**config.mk**
```make
export PLATFORM = sky130hd
export DESIGN_NAME = trig_stream_arbiter
export DESIGN_NICKNAME = d
export VERILOG_FILES = /design/src/rtl/trig_arb_pkg.sv /design/src/rtl/trig_sat_counter.sv /design/src/rtl/trig_stream_arbiter.sv
export SDC_FILE = /design/constraint.sdc
export NUM_CORES = 1
export LEC_CHECK = 0
export ABC_AREA = 1
export BUFFER_PORTS_ARGS = -buffer_cell sky130_fd_sc_hd__clkbuf_2
export CORE_MARGIN = 3
export CORE_UTILIZATION = 40
export CTS_CLUSTER_DIAMETER = 50
export DETAILED_ROUTE_END_ITERATION = 10
export GPL_TIMING_DRIVEN = 0
export PLACE_DENSITY_LB_ADDON = 0.2
export SYNTH_ARGS = -nofsm -noshare
export SYNTH_HDL_FRONTEND = slang
export SYNTH_SLANG_ARGS = --single-unit
```
**constraint.sdc**
```tcl
create_clock -name ifclk -period 3 [get_ports ifclk]
set_input_delay 0.45 -clock ifclk [delete_from_list [all_inputs] [get_ports ifclk]]
set_output_delay 0.45 -clock ifclk [all_outputs]
set_load 0.03 [all_outputs]
```
**src/rtl/trig_arb_pkg.sv**
```systemverilog
// trig_arb_pkg
// Shared types and constants for the trigger stream arbiter.
//   arb_state_t : arbiter FSM states (IDLE, OUT, HOLDOFF)
//   SRC_BEAM    : source tag value for the beam trigger stream
//   SRC_SOFT    : source tag value for the software/calibration stream
package trig_arb_pkg;

  typedef enum logic [1:0] {
    IDLE    = 2'd0,
    OUT     = 2'd1,
    HOLDOFF = 2'd2
  } arb_state_t;

  localparam logic SRC_BEAM = 1'b0;
  localparam logic SRC_SOFT = 1'b1;

endpackage

```
**src/rtl/trig_sat_counter.sv**
```systemverilog
// trig_sat_counter
// Event counter that adds 0, 1 or 2 per cycle and either wraps or
// saturates at all-ones on overflow.
// Ports:
//   clk   : clock
//   rst   : synchronous active-high reset (count -> 0)
//   clear : synchronous clear, takes priority over any increment
//   inc   : increment amount this cycle (0..2)
//   count : current count
module trig_sat_counter #(
  parameter int WIDTH    = 16,
  parameter bit SATURATE = 1'b1
) (
  input  logic             clk,
  input  logic             rst,
  input  logic             clear,
  input  logic [1:0]       inc,
  output logic [WIDTH-1:0] count
);

  // One extra bit so an overflow past all-ones is visible for saturation.
  logic [WIDTH:0] sum;

  always_comb begin
    sum = {1'b0, count} + {{(WIDTH - 1){1'b0}}, inc};
  end

  always_ff @(posedge clk) begin
    if (rst || clear) begin
      count <= '0;
    end else if (SATURATE && sum[WIDTH]) begin
      count <= '1;
    end else begin
      count <= sum[WIDTH-1:0];
    end
  end

endmodule

```
**src/rtl/trig_stream_arbiter.sv**
```systemverilog
// trig_stream_arbiter
// Merges the beam trigger stream and the software/calibration trigger
// stream onto one trigger AXI4-Stream link. Sources are served round-robin
// when both are valid, a programmable number of dead cycles follows each
// issued trigger, and while the run is stopped every input beat is accepted
// and discarded (and counted).
// Ports:
//   ifclk        : sole clock
//   rst_i        : synchronous active-high reset
//   runrst_i     : start-of-run pulse, clears both counters
//   runstop_i    : stop-of-run pulse (wins over runrst_i)
//   holdoff_i    : dead cycles after each issued trigger (quasi-static)
//   beam_*       : beam trigger input stream
//   soft_*       : software trigger input stream
//   trig_*       : merged trigger output stream, bit SRC_BIT carries source
//   running_o    : run active
//   trig_count_o : triggers issued this run (wraps)
//   drop_count_o : beats discarded while stopped (saturates)
module trig_stream_arbiter
  import trig_arb_pkg::*;
#(
  parameter int DATA_WIDTH    = 32,
  parameter int SRC_BIT       = 31,
  parameter int HOLDOFF_WIDTH = 16
) (
  input  logic                     ifclk,
  input  logic                     rst_i,
  input  logic                     runrst_i,
  input  logic                     runstop_i,
  input  logic [HOLDOFF_WIDTH-1:0] holdoff_i,
  input  logic [DATA_WIDTH-1:0]    beam_tdata,
  input  logic                     beam_tvalid,
  output logic                     beam_tready,
  input  logic [DATA_WIDTH-1:0]    soft_tdata,
  input  logic                     soft_tvalid,
  output logic                     soft_tready,
  output logic [DATA_WIDTH-1:0]    trig_tdata,
  output logic                     trig_tvalid,
  input  logic                     trig_tready,
  output logic                     running_o,
  output logic [31:0]              trig_count_o,
  output logic [15:0]              drop_count_o
);

  arb_state_t              state;
  arb_state_t              next_state;
  logic                    rr_ptr;
  logic [HOLDOFF_WIDTH-1:0] hold_cnt;
  logic                    grant_beam;
  logic                    grant_soft;
  logic                    out_hs;
  logic [DATA_WIDTH-1:0]   granted_word;
  logic [1:0]              drop_inc;

  // State register.
  always_ff @(posedge ifclk) begin
    if (rst_i) begin
      state <= IDLE;
    end else begin
      state <= next_state;
    end
  end

  // Next-state logic. Grants only happen while running; an in-flight beat
  // or holdoff always runs to completion regardless of run state.
  always_comb begin
    next_state = state;
    case (state)
      IDLE: begin
        if (running_o && (beam_tvalid || soft_tvalid)) begin
          next_state = OUT;
        end
      end
      OUT: begin
        if (trig_tready) begin
          next_state = (holdoff_i == '0) ? IDLE : HOLDOFF;
        end
      end
      HOLDOFF: begin
        if (hold_cnt <= HOLDOFF_WIDTH'(1)) begin
          next_state = IDLE;
        end
      end
      default: next_state = IDLE;
    endcase
  end

  // Output logic. While stopped both inputs are drained unconditionally;
  // while running only the granted source sees tready, and only in IDLE.
  // On a tie the source named by rr_ptr wins.
  always_comb begin
    grant_beam = 1'b0;
    grant_soft = 1'b0;
    if (state == IDLE && running_o) begin
      grant_soft = soft_tvalid && (!beam_tvalid || rr_ptr == SRC_SOFT);
      grant_beam = beam_tvalid && !grant_soft;
    end
    beam_tready = !running_o || grant_beam;
    soft_tready = !running_o || grant_soft;
    out_hs      = (state == OUT) && trig_tready;
  end

  // Granted word with the source tag overlaid on SRC_BIT.
  always_comb begin
    granted_word          = grant_soft ? soft_tdata : beam_tdata;
    granted_word[SRC_BIT] = grant_soft ? SRC_SOFT : SRC_BEAM;
  end

  // Discarded beats: each valid input counts one since tready is forced high.
  always_comb begin
    drop_inc = 2'd0;
    if (!running_o) begin
      drop_inc = {1'b0, beam_tvalid} + {1'b0, soft_tvalid};
    end
  end

  // Run flag: stop takes priority over start.
  always_ff @(posedge ifclk) begin
    if (rst_i) begin
      running_o <= 1'b0;
    end else if (runstop_i) begin
      running_o <= 1'b0;
    end else if (runrst_i) begin
      running_o <= 1'b1;
    end
  end

  // Output register, round-robin pointer and holdoff counter. The pointer
  // only moves on a contested grant so a lone source never loses its turn.
  always_ff @(posedge ifclk) begin
    if (rst_i) begin
      trig_tvalid <= 1'b0;
      trig_tdata  <= '0;
      rr_ptr      <= SRC_BEAM;
      hold_cnt    <= '0;
    end else begin
      if (grant_beam || grant_soft) begin
        trig_tvalid <= 1'b1;
        trig_tdata  <= granted_word;
        if (beam_tvalid && soft_tvalid) begin
          rr_ptr <= ~rr_ptr;
        end
      end else if (out_hs) begin
        trig_tvalid <= 1'b0;
      end

      if (out_hs) begin
        hold_cnt <= holdoff_i;
      end else if (state == HOLDOFF) begin
        hold_cnt <= hold_cnt - HOLDOFF_WIDTH'(1);
      end
    end
  end

  trig_sat_counter #(
    .WIDTH    (32),
    .SATURATE (1'b0)
  ) u_trig_count (
    .clk   (ifclk),
    .rst   (rst_i),
    .clear (runrst_i),
    .inc   ({1'b0, out_hs}),
    .count (trig_count_o)
  );

  trig_sat_counter #(
    .WIDTH    (16),
    .SATURATE (1'b1)
  ) u_drop_count (
    .clk   (ifclk),
    .rst   (rst_i),
    .clear (runrst_i),
    .inc   (drop_inc),
    .count (drop_count_o)
  );

endmodule
```
==> impl_results.md, run 1 <==
- Crit-path cells: nand3_2, inv_2, buf_2, ha_1, ha_1, nand2_1, nor2_2, nand2_1, nor2_1, nand3_1, o21ai_0, nor2_1
- CP peak stage delay: about 430 ps
- CTS tree: done
- Starting Density: roughly 41%
- WP buf/inv: 2
- Setup crit end kind: register
- All-Layer GR Usage: between 20% and 30%
- H-tree depth: 3
- TNS Setup: 0 ps
- PD cells: roughly 450 nW/µm²
- Aggregate routed wire length: 15.4 mm
- Postcts setup bufs: 0
- Worst Clk Skew: 4.45 ps
- DP HPWL: approximately 12 mm
- Yosys top cell by area: dfxtp_1
- Slew HR: between 50% and 60%
- Register area share after synthesis: a little under two fifths
- Largest delay share family, worst path: simple AND/OR/NAND/NOR gates
- DIE AREA: about 15000 µm²
- Nets: 1073
- Drt wl/cell: approximately 13 µm
- Final period util: about 90%
- Worst-skew pair later-pin latency: between 300 and 400 ps
- Maximum root-to-sink buffer count: 2
- CP max stage cell: dfxtp_1
- FF-to-FF End: u_trig_count.count[18]$_SDFF_PP0_
- Final Hold Fails: 0
- CTS sink count: 101
- Post-synthesis cell area: around 5300 µm²
- Place WS: between 150 and 200 ps
- Final cell count without fillers: approximately 1200
- Crit path arrival time: 2970 ps
- Hold Crit Start: runstop_i
- Die W: between 100 and 150 µm
- Synth cell types: 35
- PortBufs: about 170
- CTS root buf: clkbuf_16
- Crit Path Category: register to register
- WHS Path Cells: 2
- Routed vias: between 5000 and 6000
- CP startpoint kind: register
- Total global routing overflow: 0
- FF+latch count, synth: just over 100
- Pre-antenna DRT Iters: 5
- Outcome: complete, no violations
- Warnings, synthesis: 0
- Period minus WS final: between 2000 and 3000 ps
- Area Overhead vs Synth: 25.5%
- Highest clock rate: 367 MHz
- Final setup viols: 0
- Fillcell total: 1347
- Final core occ: between 50% and 60%
- Pleak: between 2 and 3 nW
- # hold bufs at CTS: 0
- WHS Endpoint: running_o$_SDFFE_PP0P_
- Clk pin slew, worst setup/hold paths: approximately 70 ps
- Reg2Reg Launch Point: state[0]$_SDFFE_PP0P_
- Post-Syn Instances: between 700 and 800
- Via density: just under 5
- Worst-Margin Slew: roughly 630 ps
- First-pass GRT wire length: between 20 and 30 mm
- Core area: roughly 13000 µm²
- Fraction of layout cells with a size suffix above 1: about a fifth
- Final GP Congestion: just over 0.9
- RSZ-0062 raised after global routing: no
- Avg Inst Size Synth: approximately 6.6 µm²
- Die Y-Extent: roughly 120 µm
- Fin worst setup slack: between 200 and 300 ps
- Syn_nets: 894
- Top cell type's share of synthesized area: a little under two fifths
- First DRT Iteration DRCs: 436
- Synth top area cells: dfxtp_1 (38%), nand2_1 (14%), nor2_1 (6.5%)
- Initial antenna violation count: 0
- FP Rows: 41
- Tot Pwr: between 3 and 4 mW
- I/O pin count: about 170
- Worst-case reg-to-reg path depth: 12
- Worst Path Max Fanout: 10
- Post-cts sizing count: 0
- Remaining DRCs: 0
- WP data required: 3240 ps
- Vias in the first global route: 5276
- TritonCTS buffer count: 9
- Max-cap violations: 0
- Placed insts: approximately 1100
- Post-DRT Antenna Nets: 0
- Pin count of the biggest net entering global routing: 16
- Fin. max-slew vios: 0
- Number of antenna diodes: 0
- Flop2flop setup slack: roughly 270 ps
- Hold crit path type: input pin to register
- Worst VDD drop: around 280 µV
## synth_stat cells
library cell    n
nor4_1          1
nand3b_1       10
nor3b_1         1
ha_1            8
nand2_4         1
o2111ai_1       1
nor3_1         16
nand2_2         1
o22ai_1         3
a211oi_1        1
o21ai_1        39
fa_1            1
xor2_1          6
nor2_1         92
nand3_1        67
nor3_4          1
a31oi_1        36
buf_2           5
nor2_2          3
inv_2           7
o21ai_0        19
xnor2_1         6
nand2_1       195
clkbuf_1       18
or2_2           3
o211ai_1        1
a21oi_1        47
o21a_1          1
or2_1           1
nand3_2         2
buf_6           3
dfxtp_1       101
or2_0           1
nand4_1        13
inv_1          87
## registers in the layout, summed over array words and instances, names as in the netlist
signal	cells
hold_cnt	16
rr_ptr	1
running_o	1
state	2
trig_tdata	32
trig_tvalid	1
u_drop_count.count	16
u_trig_count.count	32
## worst max-delay path by stage
stage,startpoint,to,cells past startpoint
2_1_floorplan,soft_tvalid,u_drop_count.count[13]$_SDFF_PP0_,14
3_3_place_gp,trig_tready,u_trig_count.count[18]$_SDFF_PP0_,13
3_5_place_dp,trig_tready,u_trig_count.count[18]$_SDFF_PP0_,13
4_1_cts,state[0]$_SDFFE_PP0P_,u_trig_count.count[18]$_SDFF_PP0_,12
5_1_grt,state[0]$_SDFFE_PP0P_,u_trig_count.count[18]$_SDFF_PP0_,13
6_report,state[0]$_SDFFE_PP0P_,u_trig_count.count[18]$_SDFF_PP0_,12
## layout by cell type (no fill, tap or decap), types with 3 or more instances in the layout
cell and n:
buf_2 5, nand3b_1 10, clkbuf_16 9, inv_1 87, o21ai_0 19, a31oi_1 36, xnor2_1 6, nor3_1 16
a21oi_1 47, nand2_1 195, buf_6 3, or2_2 3, inv_2 7, nand3_1 67, xor2_1 6, clkbuf_2 168
nor2_1 92, o21ai_1 39, o22ai_1 3, ha_1 8, nor2_2 3, nand4_1 13, dfxtp_1 101, clkbuf_1 20
## worst reg2reg max path, stage by stage, from the launching register on
cell and delay [ps]:
dfxtp_1 430, nand3_2 270, inv_2 190, buf_2 260, ha_1 270, ha_1 220
nand2_1 90, nor2_2 220, nand2_1 120, nor2_1 180, nand3_1 140, o21ai_0 170
nor2_1 70
## power breakdown
part | internal [mW] | total [mW] | switching [mW]
clock network | 0.668 | 1.18 | 0.511
registers | 1.38 | 1.41 | 0.0264
logic | 0.150 | 0.416 | 0.267
total | 2.20 | 3.00 | 0.805
## logic make-up after synthesis
| logic type | after synthesis | share of synthesized area (%) |
|---|---|---|
| AO/OA/AOI/OAI | 148 | 15.1 |
| XOR/XNOR | 12 | 1.99 |
| adder cells (fa/ha/maj) | 9 | 2.27 |
| buffers and inverters | 120 | 9.05 |
| flip-flops | 101 | 38.2 |
| AND/OR/NAND/NOR | 408 | 33.4 |
## metal layers
layer,GRT usage (%),wire length [µm]
met1,28.9,7160
met2,32.1,6830
met3,6.95,1220
met4,5.10,224
met5,0,0
## final cells by class
class / count / area (µm²) / area share (%)
well taps: 172 / 215 / 3.24
inverters: 94 / 353 / 5.31
clock buffers: 12 / 246 / 3.71
multi-input cells: 577 / 2790 / 42.0
repair buffers: 168 / 841 / 12.7
flip-flops and latches: 101 / 2020 / 30.4
plain buffers: 26 / 126 / 1.90
clock inverters: 4 / 47.5 / 0.716
## per-stage QoR
| stage | instance area, µm² | hold WS [ps] |
|---|---|---|
| global placement | 6350 | 446 |
| global route | 6640 | 254 |
| CTS | 6640 | 246 |
| finish | 6640 | 259 |
| floorplan | 5290 | 435 |
| detailed placement | 6350 | 454 |
Note: power is estimated with default switching activity, not from simulation.
==> run 2: changes to the inputs <==
--- a/config.mk
+++ b/config.mk
@@ -7,8 +7,11 @@
 export LEC_CHECK = 0
 export ABC_AREA = 1
 export BUFFER_PORTS_ARGS = -buffer_cell sky130_fd_sc_hd__clkbuf_2
+export CAP_MARGIN = 20
+export CELL_PAD_IN_SITES_DETAIL_PLACEMENT = 1
+export CELL_PAD_IN_SITES_GLOBAL_PLACEMENT = 2
 export CORE_MARGIN = 3
-export CORE_UTILIZATION = 40
+export CORE_UTILIZATION = 27
 export CTS_CLUSTER_DIAMETER = 50
 export DETAILED_ROUTE_END_ITERATION = 10
 export GPL_TIMING_DRIVEN = 0
==> impl_results.md, run 2 (synthesis gave the netlist of run 1 again) <==
- Outcome: complete, no violations (unchanged)
- TNS Setup: 0 ps (unchanged)
- CTS root buf: clkbuf_16 (unchanged)
- Max-cap violations: 0 (unchanged)
- CP startpoint kind: register (unchanged)
- Slew HR: 52.1% (was 58.1%)
- All-Layer GR Usage: 18.0% (was 21.1%)
- Fin worst setup slack: 324 ps (was 273 ps)
- Remaining DRCs: 0 (unchanged)
- CTS sink count: 101 (unchanged)
- Postcts setup bufs: 0 (unchanged)
- Routed vias: 5826 (was 5728)
- Die Y-Extent: 146 µm (was 121 µm)
- Via density: 4.70 (was 4.96)
- Final setup viols: 0 (unchanged)
- Post-DRT Antenna Nets: 0 (unchanged)
- Worst VDD drop: 245 µV (was 275 µV)
- Pre-antenna DRT Iters: 4 (was 5)
- Reg2Reg Launch Point: state[0]$_SDFFE_PP0P_ (unchanged)
- Crit path arrival time: 2920 ps (was 2970 ps)
- Most common cell after layout, fill and taps aside: nand2_1 (unchanged)
- Die W: 146 µm (was 121 µm)
- DP HPWL: 14.8 mm (was 11.9 mm)
- Final GP Congestion: 0.795 (was 0.930)
- TritonCTS buffer count: 9 (unchanged)
- Core area: 19000 µm² (was 12800 µm²)
- FF-to-FF End: u_trig_count.count[18]$_SDFF_PP0_ (unchanged)
- WP data required: 3240 ps (about the same)
- Area of the multi-input gates: 2800 µm² (was 2790 µm²)
- WHS Endpoint: running_o$_SDFFE_PP0P_ (unchanged)
- Period minus WS final: 2680 ps (was 2730 ps)
- Flop2flop setup slack: 320 ps (was 270 ps)
- Initial antenna violation count: 0 (unchanged)
- I/O pin count: 171 (unchanged)
- Top flop regs: trig_tdata x32, u_trig_count.count x32 (unchanged)
- DP Area: 6460 µm² (was 6350 µm²)
- Highest clock rate: 374 MHz (was 367 MHz)
- Hold slack: 252 ps (was 259 ps)
- Worst-Margin Slew: 716 ps (was 626 ps)
- Setup crit end kind: register (unchanged)
- Register Area: 2020 µm² (unchanged)
- H-tree depth: 3 (unchanged)
- RSZ-0062 raised after global routing: no (unchanged)
- CTS tree: done (unchanged)
- Maximum root-to-sink buffer count: 2 (unchanged)
- Final Hold Fails: 0 (unchanged)
- Place WS: 4.54 ps (was 182 ps)
- Worst-case reg-to-reg path depth: 12 (unchanged)
- Clk pin slew, worst setup/hold paths: 80 ps (was 70 ps)
- Pin count of the biggest net entering global routing: 16 (unchanged)
- First-pass GRT wire length: 31.5 mm (was 25.2 mm)
- # hold bufs at CTS: 0 (unchanged)
- PD cells: 473 nW/µm² (was 452 nW/µm²)
- Area Overhead vs Synth: 28.5% (was 25.5%)
- Post-cts sizing count: 0 (unchanged)
- Hold Crit Start: runstop_i (unchanged)
- WHS Path Cells: 2 (unchanged)
- DIE AREA: 21300 µm² (was 14700 µm²)
- Fraction of layout cells with a size suffix above 1: 21.2% (about the same)
- Nets: 1073 (unchanged)
- Aggregate routed wire length: 19.0 mm (was 15.4 mm)
- Fillcell total: 2485 (was 1347)
- Final cell count without fillers: 1240 (was 1154)
- Starting Density: 27.9% (was 41.4%)
- Pleak: 2.95 nW (was 2.94 nW)
- Highest-count cells in the layout ignoring fill and taps: nand2_1 (195), clkbuf_2 (168), dfxtp_1 (101) (unchanged)
- Number of antenna diodes: 0 (unchanged)
- Final period util: 89.2% (was 90.9%)
- PortBufs: 168 (unchanged)
- Worst-skew pair later-pin latency: 350 ps (about the same)
- Hold crit path type: input pin to register (unchanged)
- Fin. max-slew vios: 0 (unchanged)
- First DRT Iteration DRCs: 224 (was 436)
- FP Rows: 50 (was 41)
- Vias in the first global route: 5935 (was 5276)
- Total global routing overflow: 0 (unchanged)
- Design area: 6800 µm² (was 6640 µm²)
- Worst Clk Skew: 7.78 ps (was 4.45 ps)
- Crit Path Category: register to register (unchanged)
- Drt wl/cell: 15.3 µm (was 13.4 µm)
- Placed insts: 1226 (was 1138)
- Crit path from: state[0]$_SDFFE_PP0P_ (unchanged)
- Worst Path Max Fanout: 10 (unchanged)
==> run 2: cell type report <==
class                           count  area share [%]
Multi-Input combinational cell    577            41.2
Clock buffer                       10            3.51
Tap cell                          260            4.78
Clock inverter                      4            1.43
Timing Repair Buffer              168            12.4
Inverter                           94            5.19
Sequential cell                   101            29.7
Buffer                             26            1.86
==> run 2: critical path, cell delays in order, from the launching register on <==
cell	delay, ps
dfxtp_1	470
nand3_4	210
inv_2	150
buf_2	270
ha_1	270
ha_1	210
nand2_1	100
nor2_2	200
nand2_1	120
nor2_1	200
nand3_1	130
o21ai_0	170
nor2_1	70
==> run 2: worst max path at each step <==
| stage | slack, ps | depth (start not counted) | endpoint |
|---|---|---|---|
| final | 320 | 12 | u_trig_count.count[18]$_SDFF_PP0_ |
| after global routing | 8 | 12 | u_trig_count.count[12]$_SDFF_PP0_ |
| after CTS | 130 | 12 | u_trig_count.count[18]$_SDFF_PP0_ |
| after detailed placement | 5 | 15 | u_drop_count.count[13]$_SDFF_PP0_ |
| after global placement | 40 | 15 | u_drop_count.count[13]$_SDFF_PP0_ |
| after floorplan | 700 | 14 | u_drop_count.count[13]$_SDFF_PP0_ |
==> run 2: layer usage <==
layer	GRT usage [%]	wire [µm]
met1	24.6	9160
met2	28.8	8550
met3	4.97	1070
met4	3.57	183
met5	0	0
==> run 2: power by group <==
| part | internal, mW | total, mW | switching [mW] |
|---|---|---|---|
| Sequential | 1.38 | 1.41 | 0.0270 |
| Combinational | 0.150 | 0.431 | 0.281 |
| Clock | 0.831 | 1.38 | 0.553 |
==> run 2: through the flow <==
step           util, %  total power [mW]
3_5_place_dp      34.1              1.87
4_1_cts           35.9              3.27
2_1_floorplan        -              1.70
6_report          35.9              3.22
3_3_place_gp      34.1              1.87
5_1_grt           35.9              3.40
